[src/rtl/gray_counter_n_if.sv]
// Control and status bundle for gray_counter_n.
// The master side (a sequencer or the bench) drives the controls; the counter is the slave.
interface gray_counter_n_if #(
    parameter int unsigned WIDTH = 3
) ();

    // Controls
    logic             en;
    logic             dir;
    logic             load;
    logic [WIDTH-1:0] load_value;
    logic             clr;

    // Status
    logic [WIDTH-1:0] count_gray;
    logic [WIDTH-1:0] count_bin;
    logic             overflow;
    logic             underflow;
    logic             term;

    modport master (
        output en,
        output dir,
        output load,
        output load_value,
        output clr,
        input  count_gray,
        input  count_bin,
        input  overflow,
        input  underflow,
        input  term
    );

    modport slave (
        input  en,
        input  dir,
        input  load,
        input  load_value,
        input  clr,
        output count_gray,
        output count_bin,
        output overflow,
        output underflow,
        output term
    );

endinterface

[src/rtl/gray_counter_n.sv]
// Parametrised up/down Gray-code counter with binary load, wrap or saturate at the
// end of range, sticky overflow/underflow flags and a binary shadow output.
// The Gray register is loaded from the next binary value, so Gray and binary
// outputs always change on the same edge and never disagree.
module gray_counter_n #(
    parameter int unsigned WIDTH    = 3,
    parameter bit          SATURATE = 1'b0
) (
    input logic              clk,
    input logic              rst_n,
    gray_counter_n_if.slave  bus
);

    localparam logic [WIDTH-1:0] MaxVal  = {WIDTH{1'b1}};
    localparam logic [WIDTH-1:0] ZeroVal = {WIDTH{1'b0}};

    logic [WIDTH-1:0] b_q, b_d;
    logic [WIDTH-1:0] g_q, g_d;
    logic             ovf_q, ovf_d;
    logic             udf_q, udf_d;

    logic at_max;
    logic at_zero;

    assign at_max  = (b_q == MaxVal);
    assign at_zero = (b_q == ZeroVal);

    // Next-state: load beats counting; clear is applied first so a flag set wins.
    always_comb begin
        b_d   = b_q;
        ovf_d = ovf_q;
        udf_d = udf_q;

        if (bus.clr) begin
            ovf_d = 1'b0;
            udf_d = 1'b0;
        end

        if (bus.load) begin
            b_d = bus.load_value;
        end else if (bus.en) begin
            if (bus.dir) begin
                if (at_max) begin
                    ovf_d = 1'b1;
                    b_d   = SATURATE ? MaxVal : ZeroVal;
                end else begin
                    b_d = b_q + 1'b1;
                end
            end else begin
                if (at_zero) begin
                    udf_d = 1'b1;
                    b_d   = SATURATE ? ZeroVal : MaxVal;
                end else begin
                    b_d = b_q - 1'b1;
                end
            end
        end

        g_d = b_d ^ (b_d >> 1);
    end

    // Count, Gray copy and flag registers; asynchronous clear to zero.
    always_ff @(posedge clk or negedge rst_n) begin
        if (!rst_n) begin
            b_q   <= ZeroVal;
            g_q   <= ZeroVal;
            ovf_q <= 1'b0;
            udf_q <= 1'b0;
        end else begin
            b_q   <= b_d;
            g_q   <= g_d;
            ovf_q <= ovf_d;
            udf_q <= udf_d;
        end
    end

    // Outputs; term follows dir within the cycle.
    always_comb begin
        bus.count_bin  = b_q;
        bus.count_gray = g_q;
        bus.overflow   = ovf_q;
        bus.underflow  = udf_q;
        bus.term       = bus.dir ? at_max : at_zero;
    end

    // The registered Gray copy must always encode the binary count.
    always_ff @(posedge clk) begin
        if (rst_n) begin
            assert (g_q == (b_q ^ (b_q >> 1)))
                else $error("gray/binary disagree: g=%h b=%h", g_q, b_q);
        end
    end

endmodule

[src/flat_wrapper.sv]
// flat-port wrapper written by rule: the top's interface ports become plain ports
module gray_counter_n_flat 
#(
    parameter int unsigned WIDTH    = 3,
    parameter bit          SATURATE = 1'b0
)
  (clk, rst_n, bus_en, bus_dir, bus_load, bus_load_value, bus_clr, bus_count_gray, bus_count_bin, bus_overflow, bus_underflow, bus_term);
  gray_counter_n_if #(.WIDTH(WIDTH)) bus_i ();
  input logic clk;
  input logic rst_n;
  input wire logic [$bits(bus_i.en)-1:0] bus_en;
  input wire logic [$bits(bus_i.dir)-1:0] bus_dir;
  input wire logic [$bits(bus_i.load)-1:0] bus_load;
  input wire logic [$bits(bus_i.load_value)-1:0] bus_load_value;
  input wire logic [$bits(bus_i.clr)-1:0] bus_clr;
  output wire logic [$bits(bus_i.count_gray)-1:0] bus_count_gray;
  output wire logic [$bits(bus_i.count_bin)-1:0] bus_count_bin;
  output wire logic [$bits(bus_i.overflow)-1:0] bus_overflow;
  output wire logic [$bits(bus_i.underflow)-1:0] bus_underflow;
  output wire logic [$bits(bus_i.term)-1:0] bus_term;
  assign bus_i.en = bus_en;
  assign bus_i.dir = bus_dir;
  assign bus_i.load = bus_load;
  assign bus_i.load_value = bus_load_value;
  assign bus_i.clr = bus_clr;
  assign bus_count_gray = bus_i.count_gray;
  assign bus_count_bin = bus_i.count_bin;
  assign bus_overflow = bus_i.overflow;
  assign bus_underflow = bus_i.underflow;
  assign bus_term = bus_i.term;
  gray_counter_n #(.WIDTH(WIDTH), .SATURATE(SATURATE)) u_core (.clk(clk), .rst_n(rst_n), .bus(bus_i));
endmodule
[config.mk]
export PLATFORM = sky130hd
export DESIGN_NAME = gray_counter_n_flat
export DESIGN_NICKNAME = d
export VERILOG_FILES = /design/src/rtl/gray_counter_n_if.sv /design/src/rtl/gray_counter_n.sv /design/src/flat_wrapper.sv
export SDC_FILE = /design/constraint.sdc
export NUM_CORES = 1
export LEC_CHECK = 0
export CORE_AREA = 5 5 42 44
export DETAILED_ROUTE_END_ITERATION = 8
export DIE_AREA = 0 0 47 49
export GPL_ROUTABILITY_DRIVEN = 0
export GPL_TIMING_DRIVEN = 0
export PLACE_DENSITY = 0.65
export SYNTH_ARGS = -nofsm -noshare
export SYNTH_HDL_FRONTEND = slang
export SYNTH_SLANG_ARGS = --single-unit
export TNS_END_PERCENT = 1
[constraint.sdc]
create_clock -name clk -period 1.45 [get_ports clk]
set_input_delay 0.145 -clock clk [delete_from_list [all_inputs] [get_ports clk]]
set_output_delay 0.145 -clock clk [all_outputs]
set_load 0.02 [all_outputs]
==> impl_results.md, run 1 <==
* Vias in the first global route at 426
* Post-route worst setup slack at -112.4 ps
* Critical path class: reg2reg
* Leak at 0.3324 nW
* Final period util at 1.078
* Via density at 4.702
* Maximum VDD drop at 0.6623 mV
* Yosys cell types at 21
* FMAX at 640.0 MHz
* Vias at 395
* Crit-path max cell delay at 440 ps
* Fillcell total at 146
* Clock latency on the worst-skew pair at 250 ps
* Register area at 178.9 sq um
* Num CTS Buffers at 3
* Post-synth EDFFs at 0
* Row Count at 14
* Routed Antenna Nets at 0
* Dpl ws at -391.9 ps
* MaxCap Viol Count at 0
* Slew headroom at 0.7824
* Worst-path cell chain: ha_4 -> ha_4 -> or3b_1 -> o21ai_1 -> o31a_1 -> xnor2_1
* CTS clk-pin slew, worst paths at 60 ps
* Worst hold margin at 156.4 ps
* RSZ-0062 raised after global routing: true
* Mapped Area at 425.4 sq um
* Max clock buf depth at 2
* Power, Total at 0.8010 mW
* Drt drc at 0
* Most common cell after layout, fill and taps aside: clkdlybuf4s50_1
* Placed Cells at 74
* P per Cell Area at 1076 mW/mm^2
* Cells after Synth at 41
* Final net count at 82
* Register area share after synthesis at 0.4118
* Drt total wl at 1058 um
* FF+latch count, synth at 7
* CTS H-Tree Depth at 1
* PortBufs at 17
* Largest net degree at the start of global routing at 8
* WL per Instance at 12.60 um
* Worst-margin pin slew at 325.4 ps
* ANT cells at 0
* Count of final hold-check violations at 0
* Crit path max-delay cell type: dfrtp_2
* Max Clock Skew at 5.759 ps
* Syn avg cell area at 10.38 sq um
* CTS tree: yes
* Io pins at 18
* Chip height at 49 um
* GRT overflow at 0
* Die area at 0.002303 sq mm
* Core area at 0.001401 sq mm
* Synth Warn # at 0
* Die X-Extent at 47 um
* Failing checks: negative setup slack
* Post-CTS Hold Buffers at 0
* First-pass GRT wire length at 1628 um
* Crit path required time at 1570 ps
* Clock Sinks at 7
* Final Critical Period at 1562 ps
* Multi-input gate area in the final layout at 271.5 sq um
* CP Capture Type: flop
* Dpl hpwl at 795.7 um
* Critical Path AT at 1680 ps
* Final Non-Filler Cells at 84
* Initial antenna violation count at 0
* CP most frequent cell: ha_4
* Syn nets at 54
* Area grow syn2layout at 75.00%
* Most frequent cells in the layout: 12 x clkdlybuf4s50_1, 8 x buf_4, 4 x inv_1, 4 x dfrtp_1
* Final setup fails at 4
* Total track usage at 0.09483
* Drt first pass iters at 1
* Outcome: finished with violations
* CP max FO at 3
* Clk root buf: clkbuf_4
* Initial Util at 0.3036
* Predominant post-synthesis flop cell: dfrtp_1
* CP startpoint kind: flop
* Number of DRC markers in iteration 0 at 0
* Layout cells sized above 1 at 0.3824
* Slew Limit Fails at 0
* Async SR Flop Fraction at 1.000
* HP Class: in2async
==> layout make-up <==
| type | count | area share |
|---|---|---|
| plain buffers | 1 | 0.01008 |
| clock buffers | 4 | 0.03529 |
| flip-flops and latches | 7 | 0.2403 |
| repair buffers | 23 | 0.2924 |
| multi-input cells | 27 | 0.3647 |
| inverters | 6 | 0.03025 |
| well taps | 16 | 0.02689 |
==> Yosys cell counts (2+ instances only) <==
library cell,count,area share
nand2_1,2,0.018
xnor2_1,2,0.041
ha_1,4,0.12
inv_1,6,0.053
dfrtp_1,7,0.41
mux2i_1,2,0.047
o22ai_1,2,0.029
nand2b_1,2,0.029
a21oi_1,2,0.024
==> where the power goes <==
| part | internal, mW | switching [mW] |
|---|---|---|
| Clock | 0.105 | 0.0725 |
| Combinational | 0.196 | 0.167 |
| Sequential | 0.231 | 0.0284 |
| Total | 0.533 | 0.268 |
==> repair_timing <==
item                       4_1_cts  5_1_grt
setup buffers                    6        0
gates resized for setup         16        3
setup endpoints to repair        7        8
pin swaps                        9        4
==> layer usage <==
layer / GRT usage / wire [um] / vias to the layer above
met5: 0 / 0 / -
met3: 0.04059 / 79 / 0
met2: 0.1674 / 554 / 12
li1: - / - / 194
met1: 0.1027 / 424 / 189
met4: 0.01382 / 0 / 0
==> through the flow <==
stage | instance area [sq um] | setup TNS, ps | util
floorplan | 442.9 | -224.3 | -
global placement | 633.1 | -776.8 | 0.4518
detailed placement | 633.1 | -900.8 | 0.4518
CTS | 732.0 | -394.5 | 0.5223
global route | 744.5 | -698.7 | 0.5313
finish | 744.5 | -313.1 | 0.5313
==> flip-flops by register name (all words and copies together), names as in the netlist <==
| register | count |
|---|---|
| u_core.bus.count_bin | 3 |
| u_core.bus.count_gray | 2 |
| u_core.bus.underflow | 1 |
| u_core.bus.overflow | 1 |
==> cells by family after synthesis <==
group	count (synthesis)	synth area share
AO/OA/AOI/OAI	9	0.1588
XOR/XNOR	3	0.06178
adder cells (fa/ha/maj)	4	0.1177
buffers and inverters	7	0.07059
flip-flops	7	0.4118
multiplexers	2	0.04706
AND/OR/NAND/NOR	9	0.1324
==> critical path: cells and delay by family, from the launching register on <==
family,cells,cell delay (ps)
AND/OR/NAND/NOR,1,340
adder cells (fa/ha/maj),2,320
flip-flops,1,440
XOR/XNOR,1,80
AO/OA/AOI/OAI,2,260
==> worst paths after layout <==
check                           slack [ps]  cells after the start                    start                       end
worst max-delay path                  -110                      6  u_core.bus.count_bin[1]  u_core.bus.count_gray[0]
worst min-delay path                   160                      1                    rst_n   u_core.bus.count_bin[1]
worst max register to register        -110                      6  u_core.bus.count_bin[1]  u_core.bus.count_gray[0]
worst min register to register         540                      2     u_core.bus.underflow      u_core.bus.underflow
max in group asynchronous             1030                      1                    rst_n   u_core.bus.count_bin[0]
min in group clk                       490                      3        bus_load_value[2]   u_core.bus.count_bin[2]
(Power assumes the default switching activity.)
==> run 2, diff against run 1 <==
Settings changed: HOLD_SLACK_MARGIN from default to 0.08.
==> results of run 2 <==
The final DEF is identical to that of run 1; final timing and power are the same.
==> run 3, diff against run 2 <==
Settings changed: SKIP_LAST_GASP from default to 1.
==> impl_results.md, run 3 (same netlist as run 1, synthesis figures left out) <==
* Register area at 178.9 sq um (unchanged)
* Fillcell total at 148 (+1.4%)
* CTS tree: yes
* MaxCap Viol Count at 0 (unchanged)
* Critical R2R Capture: u_core.bus.count_gray[0]
* Post-route design area at 735.7 sq um (-1.2%)
* GR Util met1 at 0.1049 (+0.002232)
* Drt total wl at 1027 um (-2.9%)
* Register-to-Register Path Depth at 6 (unchanged)
* CTS H-Tree Depth at 1 (unchanged)
* FMAX at 642.2 MHz (+0.34%)
* Max Clock Skew at 5.482 ps (-0.2767 ps)
* Total track usage at 0.09554 (+0.0007077)
* Crit path required time at 1570 ps (about the same)
* Initial Util at 0.3036 (unchanged)
* Drt first pass iters at 1 (unchanged)
* Critical path class: reg2reg
* CP startpoint kind: flop
* Num CTS Buffers at 3 (unchanged)
* Reg2reg setup slack at -110 ps (about the same)
* Drt drc at 0 (unchanged)
* Count of final hold-check violations at 0 (unchanged)
* Core area at 0.001401 sq mm (unchanged)
* Critical R2R Launch: u_core.bus.count_bin[1]
* Multi-input gate area in the final layout at 264.0 sq um (-2.8%)
* Most frequent cells in the layout: 16 x clkdlybuf4s50_1, 7 x buf_4, 4 x inv_1, 4 x dfrtp_1
* CTS clk-pin slew, worst paths at 60 ps (about the same)
* ANT cells at 0 (unchanged)
* Post-route worst setup slack at -107.1 ps (+5.259 ps)
* Clock Sinks at 7 (unchanged)
* Number of DRC markers in iteration 0 at 0 (unchanged)
* Max clock buf depth at 2 (unchanged)
* Final net count at 82 (unchanged)
* Area grow syn2layout at 72.94%
* Via density at 4.619 (-1.8%)
* Placed Cells at 74 (unchanged)
* First-pass GRT wire length at 1642 um (+0.86%)
* Slew Limit Fails at 0 (unchanged)
* Met2 Use GR at 0.1674 (unchanged)
* Routed Antenna Nets at 0 (unchanged)
* Dpl hpwl at 795.7 um (unchanged)
* Failing checks: negative setup slack
* Initial antenna violation count at 0 (unchanged)
* Clk root buf: clkbuf_4
* Io pins at 18 (unchanged)
* HP Class: in2async
* Outcome: finished with violations
* Slew headroom at 0.7851 (+0.002711)
* GRT met3 Usage at 0.04059 (unchanged)
* Post-CTS Hold Buffers at 0 (unchanged)
* Die X-Extent at 47 um (unchanged)
* Vias at 388 (-1.8%)
* Die area at 0.002303 sq mm (unchanged)
* Chip height at 49 um (unchanged)
* RSZ-0062 raised after global routing: true
* Final Non-Filler Cells at 84 (unchanged)
* P per Cell Area at 1083 mW/mm^2 (+0.61%)
* Final setup fails at 6 (+2)
* Dpl ws at -391.9 ps (unchanged)
* Leak at 0.3078 nW (-7.4%)
* Area post-placement at 633.1 sq um (unchanged)
* WL per Instance at 12.23 um (-2.9%)
* Maximum VDD drop at 0.6397 mV (-3.4%)
* Vias in the first global route at 428 (+0.47%)
* Final core occ at 0.5250 (-0.006250)
* Max FFs per register at 3 (unchanged)
* Most Used Layer, Global Route: met2
* Most common cell after layout, fill and taps aside: clkdlybuf4s50_1
* Layout cells sized above 1 at 0.3529 (-0.02941)
* Clock latency on the worst-skew pair at 250 ps (about the same)
* GRT overflow at 0 (unchanged)
* Final Critical Period at 1557 ps (-5.259 ps)
* Critical Path AT at 1680 ps (about the same)
* Worst-margin pin slew at 321.4 ps (-4.053 ps)
* Final period util at 1.074 (-0.003627)
* Row Count at 14 (unchanged)
* CP Capture Type: flop
* PortBufs at 17 (unchanged)
* CP max FO at 3 (unchanged)
* Largest net degree at the start of global routing at 8 (unchanged)
-- run 3: metrics by stage --
stage               hold WS [ps]  power [mW]  TNS [ps]
floorplan                 -150.6      0.4207    -224.3
CTS                        164.8      0.8091    -590.9
finish                     154.9      0.7965    -482.1
global placement           415.7      0.5544    -776.8
global route               170.8      0.8459     -1037
detailed placement         435.9      0.5589    -900.8
-- run 3: where the power goes --
part | switching [mW] | total (mW) | internal [mW]
logic | 0.164 | 0.360 | 0.196
registers | 0.0281 | 0.259 | 0.231
clock network | 0.0724 | 0.177 | 0.105
-- run 3: metal layers --
layer  share of wire  up-vias
met3           0.078        0
li1                -      194
met2            0.51       12
met1            0.41      182
met4               0        0
met5               0        -
-- run 3: final cells by class --
| type | count | area share |
|---|---|---|
| multi-input cells | 27 | 0.3588 |
| repair buffers | 23 | 0.2942 |
| flip-flops and latches | 7 | 0.2432 |
| clock buffers | 4 | 0.03571 |
| inverters | 6 | 0.03061 |
| well taps | 16 | 0.02721 |
| plain buffers | 1 | 0.01020 |
-- run 3: worst max-delay path, cell delays in order (launching register included) --
cell and delay [ps]:
dfrtp_2 430, ha_4 170, ha_4 150, or3b_1 340, o21ai_1 90, o31a_1 170
xnor2_1 80
-- run 3: worst max path at each step --
stage / from / to / cells past startpoint
floorplan: u_core.bus.count_bin[0] / u_core.bus.count_gray[0] / 6
global placement: u_core.bus.count_bin[0] / bus_term / 6
detailed placement: u_core.bus.count_bin[0] / bus_term / 6
CTS: u_core.bus.count_bin[1] / bus_term / 6
global route: u_core.bus.count_bin[1] / u_core.bus.count_gray[0] / 6
finish: u_core.bus.count_bin[1] / u_core.bus.count_gray[0] / 6
-- run 3: what timing repair did --
action                                  4_1_cts  5_1_grt
endpoints found under the setup margin        7       10
pin swaps                                     9        2
resized for setup                            14        0
setup buffers                                 6        0
